**src/rtl/progmem_arb_pkg.sv**
```systemverilog
// -----------------------------------------------------------------------------
// progmem_arb_pkg
//   Shared definitions for the program-memory read arbiter:
//     - FSM state encodings (ST_IDLE / ST_REQ / ST_DONE) and the state_t enum
//     - Avalon-style response codes (RESP_OK / RESP_SLVERR)
//     - watchdog counter width
//     - rr_pick_m1(): round-robin tie-break helper
//   Optional build macro used by the arbiter: PROGMEM_ARB_FIXED_PRIO_EN.
// -----------------------------------------------------------------------------
package progmem_arb_pkg;

  localparam logic [1:0] ST_IDLE = 2'd0;
  localparam logic [1:0] ST_REQ  = 2'd1;
  localparam logic [1:0] ST_DONE = 2'd2;

  localparam logic [1:0] RESP_OK     = 2'b00;
  localparam logic [1:0] RESP_SLVERR = 2'b10;

  localparam int TO_CNT_W = 16;

  typedef enum logic [1:0] {
    S_IDLE = ST_IDLE,
    S_REQ  = ST_REQ,
    S_DONE = ST_DONE
  } state_t;

  // Returns 1 when master 1 should be granted. On a tie the master that did
  // not win last time gets the grant (last_m1 = 1 means m1 won last).
  function automatic logic rr_pick_m1(input logic req0, input logic req1,
                                      input logic last_m1);
    return req1 & (~req0 | ~last_m1);
  endfunction

endpackage

```
**src/rtl/progmem_arb_timeout.sv**
```systemverilog
// -----------------------------------------------------------------------------
// progmem_arb_timeout
//   Watchdog for a single slave access. A 16-bit counter that is cleared when
//   a new access is granted and counts every cycle the access is outstanding.
//   o_expire flags the last permitted cycle (count == TIMEOUT-1), so with the
//   counter cleared at grant the abort lands in the TIMEOUT-th cycle of REQ.
//
// Ports:
//   clk       in   system clock
//   rst_n     in   asynchronous active-low reset
//   i_clear   in   restart the count at 0 (takes priority over i_enable)
//   i_enable  in   increment the count this cycle
//   o_expire  out  count has reached TIMEOUT-1
// -----------------------------------------------------------------------------
module progmem_arb_timeout
  import progmem_arb_pkg::*;
#(
  parameter int TIMEOUT = 255
) (
  input  logic clk,
  input  logic rst_n,
  input  logic i_clear,
  input  logic i_enable,
  output logic o_expire
);

  localparam logic [TO_CNT_W-1:0] TO_LAST = TO_CNT_W'(TIMEOUT - 1);

  logic [TO_CNT_W-1:0] r_count;

  always_ff @(posedge clk or negedge rst_n) begin
    if (!rst_n) begin
      r_count <= '0;
    end else if (i_clear) begin
      r_count <= '0;
    end else if (i_enable) begin
      r_count <= r_count + TO_CNT_W'(1);
    end
  end

  assign o_expire = (r_count == TO_LAST);

endmodule

```
**src/rtl/progmem_arbiter.sv**
```systemverilog
// -----------------------------------------------------------------------------
// progmem_arbiter
//   Two-master to one-slave read arbiter in front of the program ROM port.
//   m0 is the CPU instruction fetch, m1 the debug/loader read port. The winning
//   request is latched and driven to the slave from registers; the slave's
//   completion (data, response, waitrequest low) is forwarded combinationally
//   to the granted master only. A watchdog aborts a hung access with SLVERR.
//
//   Handshake: a master holds read/address until its waitrequest is low for
//   one cycle; that cycle carries readdata/response. On the slave side s_read
//   is held until s_waitrequest is seen low, then dropped for exactly one
//   DONE cycle so the slave returns waitrequest high before the next access.
//
//   FSM: IDLE -> REQ on grant; REQ -> DONE on ack or timeout;
//        DONE -> REQ on grant, else IDLE. Arbitration runs in IDLE and DONE.
//
//   Build option: define PROGMEM_ARB_FIXED_PRIO_EN for fixed priority (m0 always
//   wins ties, no round-robin state). Default is round-robin.
//
// Ports:
//   clk, rst_n                 clock, asynchronous active-low reset
//   m0_address/m0_read         master 0 request
//   m0_readdata/m0_response    master 0 completion data / response
//   m0_waitrequest             master 0 stall (low one cycle per completion)
//   m1_*                       same for master 1
//   s_address/s_read           registered slave request
//   s_readdata/s_response      slave completion data / response
//   s_waitrequest              slave stall
//   o_dbg_state                current FSM state (ST_* encoding)
// -----------------------------------------------------------------------------
module progmem_arbiter
  import progmem_arb_pkg::*;
#(
  parameter int ADDR_W  = 10,
  parameter int DATA_W  = 32,
  parameter int TIMEOUT = 255
) (
  input  logic              clk,
  input  logic              rst_n,

  input  logic [ADDR_W-1:0] m0_address,
  input  logic              m0_read,
  output logic [DATA_W-1:0] m0_readdata,
  output logic [1:0]        m0_response,
  output logic              m0_waitrequest,

  input  logic [ADDR_W-1:0] m1_address,
  input  logic              m1_read,
  output logic [DATA_W-1:0] m1_readdata,
  output logic [1:0]        m1_response,
  output logic              m1_waitrequest,

  output logic [ADDR_W-1:0] s_address,
  output logic              s_read,
  input  logic [DATA_W-1:0] s_readdata,
  input  logic [1:0]        s_response,
  input  logic              s_waitrequest,

  output logic [1:0]        o_dbg_state
);

  state_t            r_state;
  logic              r_gnt_m1;     // 0: m0 owns the access, 1: m1 owns it
  logic              r_s_read;
  logic [ADDR_W-1:0] r_s_address;

  logic w_arb_slot;   // state in which a new grant may be issued
  logic w_req_any;
  logic w_pick_m1;
  logic w_grant;
  logic w_in_req;
  logic w_ack;        // slave completed the access this cycle
  logic w_abort;      // watchdog expired with the slave still stalling
  logic w_finish;
  logic w_expire;

  assign w_req_any  = m0_read | m1_read;
  assign w_arb_slot = (r_state == S_IDLE) || (r_state == S_DONE);
  assign w_grant    = w_arb_slot & w_req_any;
  assign w_in_req   = (r_state == S_REQ);
  assign w_ack      = w_in_req & ~s_waitrequest;
  assign w_abort    = w_in_req & s_waitrequest & w_expire;
  assign w_finish   = w_ack | w_abort;

`ifdef PROGMEM_ARB_FIXED_PRIO_EN
  // m0 always wins a tie; m1 only gets the port when m0 is not asking.
  assign w_pick_m1 = m1_read & ~m0_read;
`else
  logic r_rr_last;    // 1: m1 won the last grant (reset so m0 wins first tie)

  assign w_pick_m1 = rr_pick_m1(m0_read, m1_read, r_rr_last);

  always_ff @(posedge clk or negedge rst_n) begin
    if (!rst_n) begin
      r_rr_last <= 1'b1;
    end else if (w_grant) begin
      r_rr_last <= w_pick_m1;
    end
  end
`endif

  // ---------------------------------------------------------------------------
  // Control FSM with registered slave-side outputs
  // ---------------------------------------------------------------------------
  always_ff @(posedge clk or negedge rst_n) begin
    if (!rst_n) begin
      r_state     <= S_IDLE;
      r_gnt_m1    <= 1'b0;
      r_s_read    <= 1'b0;
      r_s_address <= '0;
    end else begin
      case (r_state)
        S_IDLE, S_DONE: begin
          if (w_req_any) begin
            r_gnt_m1    <= w_pick_m1;
            r_s_address <= w_pick_m1 ? m1_address : m0_address;
            r_s_read    <= 1'b1;
            r_state     <= S_REQ;
          end else begin
            r_state     <= S_IDLE;
          end
        end
        S_REQ: begin
          if (w_finish) begin
            r_s_read <= 1'b0;
            r_state  <= S_DONE;
          end
        end
        default: begin
          r_s_read <= 1'b0;
          r_state  <= S_IDLE;
        end
      endcase
    end
  end

  // ---------------------------------------------------------------------------
  // Watchdog: restarted at every grant, counts while the access is in REQ
  // ---------------------------------------------------------------------------
  progmem_arb_timeout #(
    .TIMEOUT (TIMEOUT)
  ) u_timeout (
    .clk      (clk),
    .rst_n    (rst_n),
    .i_clear  (w_grant),
    .i_enable (w_in_req),
    .o_expire (w_expire)
  );

  // ---------------------------------------------------------------------------
  // Master-side return path. Only the granted master ever sees a completion;
  // everyone else holds waitrequest high with zero data/response. An abort
  // returns zero data with SLVERR. A master that dropped read early still
  // receives this pulse; it is simply ignored on its side.
  // ---------------------------------------------------------------------------
  logic [DATA_W-1:0] w_ret_data;
  logic [1:0]        w_ret_resp;

  assign w_ret_data = w_ack ? s_readdata : '0;
  assign w_ret_resp = w_ack ? s_response : RESP_SLVERR;

  always_comb begin
    m0_waitrequest = 1'b1;
    m0_readdata    = '0;
    m0_response    = RESP_OK;
    m1_waitrequest = 1'b1;
    m1_readdata    = '0;
    m1_response    = RESP_OK;
    if (w_finish) begin
      if (r_gnt_m1) begin
        m1_waitrequest = 1'b0;
        m1_readdata    = w_ret_data;
        m1_response    = w_ret_resp;
      end else begin
        m0_waitrequest = 1'b0;
        m0_readdata    = w_ret_data;
        m0_response    = w_ret_resp;
      end
    end
  end

  assign s_read      = r_s_read;
  assign s_address   = r_s_address;
  assign o_dbg_state = r_state;

endmodule
```
**config.mk**
```make
export PLATFORM = sky130hd
export DESIGN_NAME = progmem_arbiter
export DESIGN_NICKNAME = d
export VERILOG_FILES = /design/src/rtl/progmem_arb_pkg.sv /design/src/rtl/progmem_arb_timeout.sv /design/src/rtl/progmem_arbiter.sv
export SDC_FILE = /design/constraint.sdc
export NUM_CORES = 1
export LEC_CHECK = 0
export CORE_MARGIN = 1.5
export CORE_UTILIZATION = 27
export DETAILED_ROUTE_END_ITERATION = 8
export HOLD_SLACK_MARGIN = 0.02
export PLACE_DENSITY_LB_ADDON = 0.05
export SYNTH_ARGS = -nofsm -noshare
export SYNTH_HDL_FRONTEND = slang
export SYNTH_SLANG_ARGS = --single-unit
```
**constraint.sdc**
```tcl
create_clock -name clk -period 1.6 [get_ports clk]
set_input_delay 0.32 -clock clk [delete_from_list [all_inputs] [get_ports clk]]
set_output_delay 0.32 -clock clk [all_outputs]
set_load 0.03 [all_outputs]
```
==> results by group <==
Worst setup path
  • Register-to-Register Path Depth: 9
  • FF-to-FF End: u_timeout.r_count[14]$_DFFE_PN0P_
  • Critical-path top delay cell: dfrtp_1
  • Worst R2R Start: u_timeout.r_count[0]$_DFFE_PN0P_
  • CP Cell Sequence: nor4bb_1 -> nand4_1 -> a21oi_2 -> buf_4 -> nand2_2 -> buf_6
  • Worst setup path class: flop to output pin
  • Startpoint Class: flop
  • Crit-path max FO: 3
  • Worst Path Required: 1.28 ns
  • CP peak stage delay: 0.39 ns
  • R2R setup slack: -0.07 ns
  • Worst Setup End Kind: output pin
  • Crit path DAT: 1.77 ns

Yosys
  • Synth Warn #: 0
  • Post-Syn Area: 2026 um^2
  • Post-synth top flop: dfrtp_1
  • Mapped Avg Cell Area: 8.769 um^2
  • Seq/Total Area, Yosys: 0.3836
  • Synthesis-stage register bit count: 31
  • Synthesized instance count: 231
  • Net Count, Synth: 292
  • EDFF count, synth: 0
  • Netlist cell types: 40
  • FFs w/ async S/R, synth: 1.000

Routing
  • DRC: 0
  • Via Count: 2363
  • Vias per Instance: 4.527
  • Wire per inst: 15.78 um
  • Initial DRC count: 46
  • ANT nets after route: 0
  • Post-Route WL: 8235 um
  • Pre-Repair DR Iteration Count: 4

STA
  • Max-slew violations: 0
  • Tmin final: 2.090 ns
  • # setup viols final: 75
  • Unrepaired setup endpoints after global routing: yes
  • Final Skew: 0.003839 ns
  • Rel. slew slack: 0.7880
  • Final Cycle Share: 1.307
  • Final WS setup: -0.4904 ns
  • Worst Tran Pin Value: 0.3193 ns
  • Final hold vios: 0
  • Fmax: 0.4784 GHz

Power and ir drop
  • Tot Pwr: 5246 uW
  • Power density cells: 1161 nW/um^2
  • Clock power share: 0.129
  • Sw frac: 0.4137
  • Gate power share: 0.653
  • P_leak: 0.002118 uW
  • Maximum VDD drop: 0.7053 mV
  • Internal power: 3076 uW
  • Flop pwr share: 0.218
  • Switching Power: 2170 uW

Final layout
  • Antenna Cells: 0
  • Layout area overhead: 123.0%
  • Layout fillers: 593
  • Commonest non-fill, non-tap cell in the layout: buf_6
  • Post-route non-filler standard cell count: 522
  • Layout cells sized above 1: 0.5532
  • Commonest cells after routing, fill and taps aside: buf_6 (77), and2_4 (66), clkdlybuf4s50_1 (57), buf_4 (40), dfrtp_1 (28)
  • Nets@finish: 483

Global route
  • Number of global-route vias before repair: 2105
  • First-pass GRT wire length: 11140 um
  • Largest net degree at the start of global routing: 32
  • Grt total ovfl: 0
  • Antenna violations before repair: 0
  • Total Routing Usage GR: 0.1841

Clocking
  • Reg clk slew, reported paths: 0.06 ns
  • Hold-fix buffers, CTS: 0
  • CTS tree: yes
  • Clock Sink Count: 31
  • Later-pin clock latency in the skew report: 0.28 ns
  • Clock buffer depth: 2
  • H-tree levels: 2
  • Num CTS Buffers: 5
  • Clk root buf: clkbuf_8

Floorplanning
  • Die area: 8031 um^2
  • # rows: 31
  • IO Count: 142
  • Die Width: 89.62 um
  • Core area: 7253 um^2
  • Die height: 89.62 um
  • Initial Util: 0.2793

Run status
  • Failing checks: negative setup slack
  • Status: finished with violations

Placed design
  • Dpl cells: 498
  • Place WS: -0.3789 ns
  • Final GP Congestion: 0.7549
  • HPWL after DPL: 5299 um
  • Port Buffers: 141

Min path
  • Hold/Removal Path Class: input pin to asynchronous set/reset pin

Flow run
  • Max-Cap Viols: 0
worst max-delay path: cells and delay by family, from the launching register on:
kind / cells / cell delay, ns
and+or+nand+nor: 3 / 0.58
DFF: 1 / 0.39
buffers and inverters: 2 / 0.31
AOI/OAI and AO/OA: 1 / 0.21
kinds of logic after synthesis:
| group | Yosys count | share of synthesized area |
|---|---|---|
| simple gates | 131 | 0.3879 |
| compound gates | 31 | 0.08647 |
| flops | 31 | 0.3836 |
| buf+inv | 17 | 0.04015 |
| mux | 12 | 0.05930 |
| xor+xnor | 7 | 0.03027 |
| fa+ha+maj | 2 | 0.01235 |
Yosys cell counts (all sizes together), types with 2 or more instances:
library cell / n / area [um^2]
and2: 67 / 420.4
clkbuf: 8 / 33.78
nand4: 4 / 40.04
xnor2: 2 / 17.52
xor2: 5 / 43.79
or3: 4 / 25.02
nand3: 5 / 25.02
ha: 2 / 25.02
nand2: 22 / 82.58
a21oi: 7 / 38.79
nand2b: 3 / 18.77
o21ai: 19 / 95.09
nor3: 4 / 25.02
nor3b: 2 / 20.02
nor2: 11 / 41.29
inv: 5 / 18.77
dfrtp: 30 / 750.7
a31oi: 2 / 12.51
buf: 4 / 28.78
and4: 2 / 20.02
mux2i: 12 / 120.1
per-stage QoR:
step	instance area [um^2]	utilization	hold WS (ns)	setup TNS, ns
finish	4517	0.6227	0.3948	-25.50
global route	4517	0.6227	0.4041	-33.31
CTS	4424	0.6100	0.4011	-23.85
detailed placement	3866	0.5330	0.4722	-25.98
global placement	3866	0.5330	0.4651	-24.82
floorplan	2291	-	0.02441	-7.476
worst max path at each step:
stage	from	to	slack (ns)
after global placement	s_waitrequest	m0_readdata[1]	-0.37
final	u_timeout.r_count[10]$_DFFE_PN0P_	m1_waitrequest	-0.49
after floorplan	u_timeout.r_count[0]$_DFFE_PN0P_	m0_response[1]	-0.18
after global routing	u_timeout.r_count[0]$_DFFE_PN0P_	m1_waitrequest	-0.65
after CTS	u_timeout.r_count[0]$_DFFE_PN0P_	m0_response[1]	-0.51
after detailed placement	s_waitrequest	m0_readdata[1]	-0.38
state kept, by name, summed over array words and instances (netlist names):
signal	count
r_gnt_m1	1
s_read	1
r_rr_last	1
u_timeout.r_count	16
s_address	10
o_dbg_state	2
layer usage:
layer	wire length, um	part of all wire	GRT usage	vias up
li1	-	-	-	1160
met4	151	0.018	0.05734	0
met2	4260	0.52	0.3277	91
met1	3261	0.40	0.2220	1099
met5	0	0	0	-
met3	563	0.068	0.03839	13
power by group through the flow:
| stage | sequential (uW) | clock (uW) | combinational, uW |
|---|---|---|---|
| global route | 1180 | 751 | 3640 |
| floorplan | 1480 | 0 | 1470 |
| CTS | 1140 | 701 | 3380 |
| detailed placement | 1160 | 0 | 3000 |
| finish | 1140 | 675 | 3430 |
| global placement | 1150 | 0 | 2990 |
what timing repair did:
item,in CTS,in global routing
pin swaps,4,23
resized for setup,86,40
cloned,4,4
buffers inserted,10,4
endpoints found under the hold margin,0,0
endpoints found under the setup margin,85,78
cell type report:
cell class | instances | area [um^2] | share of cell area
inverter | 5 | 18.77 | 0.004155
clock buffer | 8 | 100.1 | 0.02216
multi-input combinational | 183 | 1463 | 0.3238
timing repair buffer | 196 | 2032 | 0.4499
sequential | 31 | 779.5 | 0.1726
tap | 99 | 123.9 | 0.02742
Power figures use the tool's default switching activity.
==> RTL edit (config.mk and constraints unchanged) <==
`ADDR_W`: 10 -> 11.
--- a/src/rtl/progmem_arbiter.sv
+++ b/src/rtl/progmem_arbiter.sv
@@ -33,3 +33,3 @@
 #(
-  parameter int ADDR_W  = 10,
+  parameter int ADDR_W  = 11,
   parameter int DATA_W  = 32,
Interface: changed (resized m0_address, m1_address and s_address); port bits go from 142 to 145. The function was not compared with the original's and may differ.
==> RTL edit against the unedited design <==
The run still ends with negative setup slack left; total power up 9.2%; via count grew 7.2%; utilization grew 4.2 points; routed wire length increased by 2.6%; sequential cell count increased by 1; count of clock-buffer cells in the layout is 2 lower; cell area increased by 7.9%; critical path depth grew 2; area after synthesis is 1.7% higher; setup slack lost 0.096 ns; die area rose by 1.6%; clock skew increased by 0.0017 ns.
==> RTL edit: results (changes against the unedited design) <==
outcome: "complete, but fails checks"
violations: "negative setup slack"
crit_end: "m0_response[1]"
detailed_place.area_um2: 4010  # +3.7%
synth-seq-cells: 32  # +3.2%
post_cts_buffers: 11  # +1
final_nets: 512  # +6.0%
ys_top_cells_by_area: "dfrtp_1, and2_1, and3_1"
synth_cell_types: 37  # -7.5%
finClkSkew_ns: 0.00550  # +0.00166 ns
crit_start: "u_timeout.r_count[0]"
grt_use_met2_pct: 36.7  # +3.9 points
seq_share_pct: 16.5  # -0.75 points
grt_pass1_vias: 2574  # +22%
layout_setup_ws_ns: -0.587  # -0.0965 ns
port_buffers: 144  # +2.1%
clock_buffer_count: 6  # -2
vias: 2533  # +7.2%
fill_cells: 566  # -4.6%
die-area_um2: 8160  # +1.6%
p_comb_mw: 3.79  # +10%
internal_power_mw: 3.31  # +7.5%
hpwl_um: 5540  # +4.6%
synth_cells: 243  # +5.2%
grt_pass1_wl_um: 12800  # +14%
nMultiInputCombCells: 190  # +3.8%
buf_share_pct: 45.4  # +0.44 points
pg_seq_mw: 1.18  # +4%
ys_seq_area_share_pct: 38.9  # +0.59 points
synthAdderAreaFrac_pct: 1.22  # -0.020 points
inv_count: 4  # -1
r2r-end: "u_timeout.r_count[15]"
grt_use_met1_pct: 21.6  # -0.63 points
place_congestion: 0.797  # +5.6%
wirelength_um: 8450  # +2.6%
multi_input_area_um2: 1610  # +10%
synthXorXnorAreaFrac_pct: 2.98  # -0.050 points
synthTopCellsByCount: "and2_1, and3_1, dfrtp_1"
vdd_drop_max_mv: 0.597  # -15%
reg2reg_slack_ns: -0.12  # -0.05 ns
grt_max_degree: 34  # +6.3%
leakagePower_nw: 2.26  # +6.5%
post_cts_resized: 155  # +80%
initialDrtViolationCount: 43  # -6.5%
wl_met2_um: 4570  # +7.3%
setup_viol: 74  # -1.3%
[RTL edit: cell types whose count changed after synthesis, sizes merged, moves of 3 or more]
| cell | delta |
|---|---|
| or4 | +3 |
| and3 | +33 |
| nand3 | +3 |
| o31ai | +3 |
| o21a | +3 |
| and2 | -32 |
| or3 | -3 |
| clkbuf | +7 |
[RTL edit: through the flow]
| stage | power [mW] | TNS, ns | utilization, % | hold slack, ns | setup WS (ns) |
|---|---|---|---|---|---|
| 2_1_floorplan | 3.01 | -1.81 | - | 0.0244 | -0.0603 |
| 3_3_place_gp | 4.38 | -24.90 | 54.7 | 0.461 | -0.915 |
| 3_5_place_dp | 4.39 | -27.01 | 54.7 | 0.470 | -0.947 |
| 4_1_cts | 5.52 | -34.47 | 63.8 | 0.410 | -0.547 |
| 5_1_grt | 6.06 | -40.16 | 66.5 | 0.405 | -0.665 |
| 6_report | 5.73 | -35.61 | 66.5 | 0.397 | -0.587 |
